===== src/rtl/bus_sequencer.sv =====
// 68000 bus-cycle controller: region decode, wait states,
// DTACK/BERR generation, CPU reset pulse and single-step gating.
module bus_sequencer #(
  parameter int NUM_CS = 4,
  parameter int ADDR_W = 24,
  parameter logic [NUM_CS*ADDR_W-1:0] REGION_BASE = '0,
  parameter logic [NUM_CS*ADDR_W-1:0] REGION_MASK = '0,
  parameter logic [NUM_CS*4-1:0] REGION_WAIT = '0,
  parameter logic [NUM_CS-1:0] REGION_RO = '0,
  parameter int BERR_TIMEOUT = 64,
  parameter int RESET_CYCLES = 16
) (
  input  logic              CPUCLK_IN,
  input  logic              RESET_n,
  input  logic              AS_IN,
  input  logic              WR_IN,
  input  logic              UDS_IN,
  input  logic              LDS_IN,
  input  logic [ADDR_W-1:0] ADDR_IN,
  input  logic              EXTACK_IN,
  input  logic              STEPEN_IN,
  input  logic              STEP_IN,
  output logic              CPU_RESET,
  output logic              CPU_HALT,
  output logic              RUN,
  output logic              DTACK,
  output logic              BERR,
  output logic [NUM_CS-1:0] CSU,
  output logic [NUM_CS-1:0] CSL,
  output logic              OE,
  output logic              WE
);

  typedef enum logic [2:0] {
    S_IDLE,
    S_ACCESS,
    S_STEP,
    S_ACK,
    S_ERR
  } state_t;

  state_t state;

  logic [NUM_CS-1:0] hit;
  logic [NUM_CS-1:0] win;
  logic [NUM_CS-1:0] sel;
  logic [3:0] win_wait;
  logic [3:0] wcnt;
  logic win_ro;
  logic any_hit;
  logic ext;
  logic ack_now;
  logic rst_last;
  logic halt_clr;
  logic step_pulse;
  logic [7:0] wd;
  logic [7:0] wd_nxt;
  logic [7:0] rst_cnt;
  logic [2:0] step_sync;

  // Parallel region compare; the lowest hitting index wins
  always_comb begin
    hit = '0;
    win = '0;
    win_wait = '0;
    for (int i = 0; i < NUM_CS; i++)
      hit[i] = ((ADDR_IN ^ REGION_BASE[i*ADDR_W +: ADDR_W])
               & REGION_MASK[i*ADDR_W +: ADDR_W]) == '0;
    for (int i = NUM_CS - 1; i >= 0; i--)
      if (hit[i]) begin
        win = '0;
        win[i] = 1'b1;
      end
    for (int i = 0; i < NUM_CS; i++)
      if (win[i])
        win_wait = win_wait | REGION_WAIT[i*4 +: 4];
  end

  assign any_hit = |hit;
  assign win_ro = |(win & REGION_RO);
  assign ack_now = ext ? EXTACK_IN : (wcnt == 4'd0);
  assign wd_nxt = wd + 8'd1;
  assign rst_last = CPU_RESET
                  && (rst_cnt == 8'(RESET_CYCLES - 1));
  assign halt_clr = !CPU_HALT || rst_last;
  assign step_pulse = step_sync[1] & ~step_sync[2];

  // Step button synchroniser plus edge-detect history
  always_ff @(posedge CPUCLK_IN or negedge RESET_n) begin
    if (!RESET_n)
      step_sync <= '0;
    else
      step_sync <= {step_sync[1:0], STEP_IN};
  end

  // CPU power-on RESET/HALT pulse, restarted by every reset
  always_ff @(posedge CPUCLK_IN or negedge RESET_n) begin
    if (!RESET_n) begin
      rst_cnt <= '0;
      CPU_RESET <= 1'b1;
      CPU_HALT <= 1'b1;
    end else if (CPU_RESET) begin
      if (rst_last) begin
        CPU_RESET <= 1'b0;
        CPU_HALT <= 1'b0;
      end else begin
        rst_cnt <= rst_cnt + 8'd1;
      end
    end
  end

  // Bus-cycle state machine with registered strobes
  always_ff @(posedge CPUCLK_IN or negedge RESET_n) begin
    if (!RESET_n) begin
      state <= S_IDLE;
      sel <= '0;
      wcnt <= '0;
      ext <= 1'b0;
      wd <= '0;
      RUN <= 1'b0;
      DTACK <= 1'b0;
      BERR <= 1'b0;
      CSU <= '0;
      CSL <= '0;
      OE <= 1'b0;
      WE <= 1'b0;
    end else begin
      RUN <= halt_clr;
      if (state != S_IDLE && !AS_IN) begin
        state <= S_IDLE;
        DTACK <= 1'b0;
        BERR <= 1'b0;
        CSU <= '0;
        CSL <= '0;
        OE <= 1'b0;
        WE <= 1'b0;
      end else begin
        unique case (state)
          S_IDLE: begin
            if (AS_IN && !CPU_RESET) begin
              sel <= win;
              wcnt <= win_wait;
              ext <= (win_wait == 4'hF);
              wd <= '0;
              if (!any_hit || (WR_IN && win_ro)) begin
                state <= S_ERR;
                BERR <= 1'b1;
              end else begin
                state <= S_ACCESS;
                CSU <= UDS_IN ? win : '0;
                CSL <= LDS_IN ? win : '0;
                OE <= ~WR_IN;
                WE <= WR_IN;
              end
            end
          end
          S_ACCESS: begin
            CSU <= UDS_IN ? sel : '0;
            CSL <= LDS_IN ? sel : '0;
            if (ack_now) begin
              if (STEPEN_IN) begin
                state <= S_STEP;
                RUN <= 1'b0;
              end else begin
                state <= S_ACK;
                DTACK <= 1'b1;
              end
            end else if (ext
                && wd_nxt == 8'(BERR_TIMEOUT)) begin
              state <= S_ERR;
              BERR <= 1'b1;
              CSU <= '0;
              CSL <= '0;
              OE <= 1'b0;
              WE <= 1'b0;
            end else if (ext) begin
              wd <= wd_nxt;
            end else begin
              wcnt <= wcnt - 4'd1;
            end
          end
          S_STEP: begin
            CSU <= UDS_IN ? sel : '0;
            CSL <= LDS_IN ? sel : '0;
            if (step_pulse) begin
              state <= S_ACK;
              DTACK <= 1'b1;
            end else begin
              RUN <= 1'b0;
            end
          end
          S_ACK: begin
            CSU <= UDS_IN ? sel : '0;
            CSL <= LDS_IN ? sel : '0;
          end
          S_ERR: begin
            BERR <= 1'b1;
          end
          default: state <= S_IDLE;
        endcase
      end
    end
  end

endmodule


===== config.mk =====
export PLATFORM = sky130hd
export DESIGN_NAME = bus_sequencer
export DESIGN_NICKNAME = d
export VERILOG_FILES = /design/src/rtl/bus_sequencer.sv
export SDC_FILE = /design/constraint.sdc
export NUM_CORES = 1
export LEC_CHECK = 0
export CAP_MARGIN = 20
export CORE_ASPECT_RATIO = 0.8
export CORE_UTILIZATION = 49
export DETAILED_ROUTE_END_ITERATION = 7
export PLACE_DENSITY_LB_ADDON = 0.3
export SLEW_MARGIN = 20
export SYNTH_ARGS = -nofsm -noshare
export SYNTH_HDL_FRONTEND = slang
export SYNTH_SLANG_ARGS = --single-unit

===== constraint.sdc =====
create_clock -name CPUCLK_IN -period 3.35 [get_ports CPUCLK_IN]
set_clock_uncertainty 0.2 [all_clocks]
set_input_delay 0.335 -clock CPUCLK_IN [delete_from_list [all_inputs] [get_ports CPUCLK_IN]]
set_output_delay 0.335 -clock CPUCLK_IN [all_outputs]
set_load 0.03 [all_outputs]

==> out/results.ini <==
[yosys]
syn_avg_cell_area_um2=10.3
synth_ff_type=dfrtp_1
ys_seq_area_share_pct=47.2
synth_cell_types=43
ys_ff_latch=27
synth_edf_count=0
async_flop_share_pct=100
synthCells=139
netlist_area_mm2=0.00144
yosysWarnings=0

[setup_path]
cp_slowest_cell=dfrtp_1
worstPathRequired_ns=3.37
critPathKind=reg2reg
cp.arrival_ns=2.32
crit_path_end_kind=register
cp_max_fo=14
critPathLaunchType=register
path_cells=inv_1 > ha_1 > or3_1 > a21oi_1 > mux2_2
slowest_delay_ns=0.50

[layout]
drive_gt1_share_pct=9.03
regArea_um2=678
fin_cells=193
multi_input_area_um2=687
synthToLayoutAreaGrowth_pct=13.9
fillerInstances=245
diodes=0
final_nets=196

[clock_network]
cts_max_level=1
cts_tree=built
clockRootBuffer=clkbuf_4
post_cts_resized=0
cts_sinks=27
cts_buffers=3
cts.clk_slew.worst_paths_ns=0.13
clockBufferDepth=2
clock_latency_ns=0.31
cts_setup_buffers=0
cts_hold_buffers=0

[global_route]
antenna_found_initial=0
grt_pass1_vias=1009
globalRouteTotalUtil_pct=18.8
grt_max_degree=28
grt_use_met1_pct=25.7
met2_usage_pct=30.3
busiest_layer=met2
gr-total-overflow=0
grt_pass1_wl_um=4610
use_met3_pct=4.55

[placement]
portBuffers=16
post-place-cells=189
place_congestion=0.789
hpwl_um=1890

[run]
maxCapViolations=0

[sta]
max_freq_ghz=0.434
fin_crit_sh_pct=68.8
tns_ns=0
finalHoldViolCount=0
final-setup-viol-count=0
rsz0062_at_grt=no
min_period_ns=2.30
hold-worst-slack_ns=0.167
finalMaxSlewViolations=0

[floorplanning]
coreArea_mm2=0.00277
initial_core_util_pct=51.9
rows=17
die_area_mm2=0.00315
die_w_um=62.5
num_io_pins=48
die_y_um=50.4

[drt]
drc=0
firstDrtPassIters=4
antenna_left=0
drt-initial-drc-count=20
routed_wl_um=2520
wire_per_inst_um=13.1
vias_per_cell=5.42
num_vias=1046

[hold_path]
hp-class=in2async

[power_and_ir_drop]
ir_drop_uv=414
power.density_mw_per_mm2=637
leakage_uw=0.000737

[run_status]
outcome=finished, final reports clean

-- where the power goes --
group	switching, uW	internal, uW
clock	87.2	46.6
combinational	286	203
sequential	42.1	378
total	416	627
-- state kept, by name, indices dropped and copies added (netlist names) --
| signal | flops |
|---|---|
| BERR | 1 |
| CPU_HALT | 1 |
| CPU_RESET | 1 |
| CSL | 1 |
| CSU | 1 |
| DTACK | 1 |
| OE | 1 |
| RUN | 1 |
| WE | 1 |
| rst_cnt | 8 |
| sel | 1 |
| state | 2 |
| step_sync | 3 |
| wcnt | 4 |
-- worst max-delay path, delay by kind of cell (launching register included) --
kind | cells | cell delay [ns]
AOI/OAI and AO/OA | 1 | 0.25
adders and majority gates | 1 | 0.37
buffers and inverters | 1 | 0.12
DFF | 1 | 0.50
muxes | 1 | 0.37
and+or+nand+nor | 1 | 0.40
-- metal layers --
layer	part of all wire [%]	up-vias
li1	-	520
met1	51	492
met2	43	32
met3	5.8	2
met4	0.67	0
met5	0	-
-- worst paths after layout --
| path | startpoint | endpoint | slack (ns) | depth (start not counted) |
|---|---|---|---|---|
| min reg2reg | step_sync[0] | step_sync[1] | 0.17 | 0 |
| min | RESET_n | wcnt[2] | 0.17 | 2 |
| max | state[0] | OE | 1.05 | 5 |
| min in group CPUCLK_IN | step_sync[0] | step_sync[1] | 0.17 | 0 |
| max in group asynchronous | RESET_n | CPU_RESET | 2.48 | 2 |
| max reg2reg | state[0] | OE | 1.05 | 5 |
-- kinds of logic (layout without fill, tap and decap cells) --
group	Yosys count	in the layout	share of synthesized area (%)
adder cells (fa/ha/maj)	7	7	6.10
other	1	6	0.261
buffers and inverters	18	29	6.27
multiplexers	6	6	4.70
XOR/XNOR	4	4	2.44
flip-flops	27	27	47.2
AO/OA/AOI/OAI	34	34	15.7
AND/OR/NAND/NOR	42	42	17.3
-- cell usage after synthesis (all sizes together), types with 3 or more instances --
| cell | instances | share of area, % |
|---|---|---|
| or3 | 4 | 1.7 |
| dfrtp | 25 | 44 |
| nor2b | 4 | 1.7 |
| clkbuf | 4 | 1.0 |
| mux2i | 3 | 2.1 |
| nand4 | 4 | 1.7 |
| nor3 | 3 | 1.0 |
| a21oi | 8 | 2.8 |
| nand2b | 3 | 1.3 |
| nand2 | 4 | 1.0 |
| inv | 8 | 2.1 |
| buf | 6 | 3.1 |
| ha | 7 | 6.1 |
| o21ai | 10 | 3.5 |
| nor2 | 10 | 3.1 |
| nand3b | 4 | 2.1 |
| mux2 | 3 | 2.6 |
| xor2 | 4 | 2.4 |
-- metrics by stage --
step	setup WS [ns]	util [%]	total power (uW)	instance area (um2)
after global routing	0.922	59.2	1120	1640
after CTS	1.06	59.2	1050	1640
final	1.05	59.2	1040	1640
after detailed placement	1.08	58.2	913	1610
after global placement	1.13	58.2	899	1610
after floorplan	1.34	-	767	1460
-- cell type report --
type	count	area share (%)
Tap cell	38	2.91
Timing Repair Buffer	17	10.2
Clock buffer	4	1.61
Multi-Input combinational cell	99	42.0
Inverter	8	1.83
Sequential cell	27	41.4
-- cells in the final DEF (no fill, tap or decap), drive strengths merged, types with 3 or more instances in the layout --
master          n
clkdlybuf4s50  16
nand4           4
conb            6
mux2i           3
o21ai          10
nor2           10
a21oi           8
dfrtp          25
or3             4
nor2b           4
clkbuf          4
nor3            3
nand3b          4
xor2            4
ha              7
mux2            3
nand2           4
nand2b          3
inv             8
(Power assumes the default switching activity.)
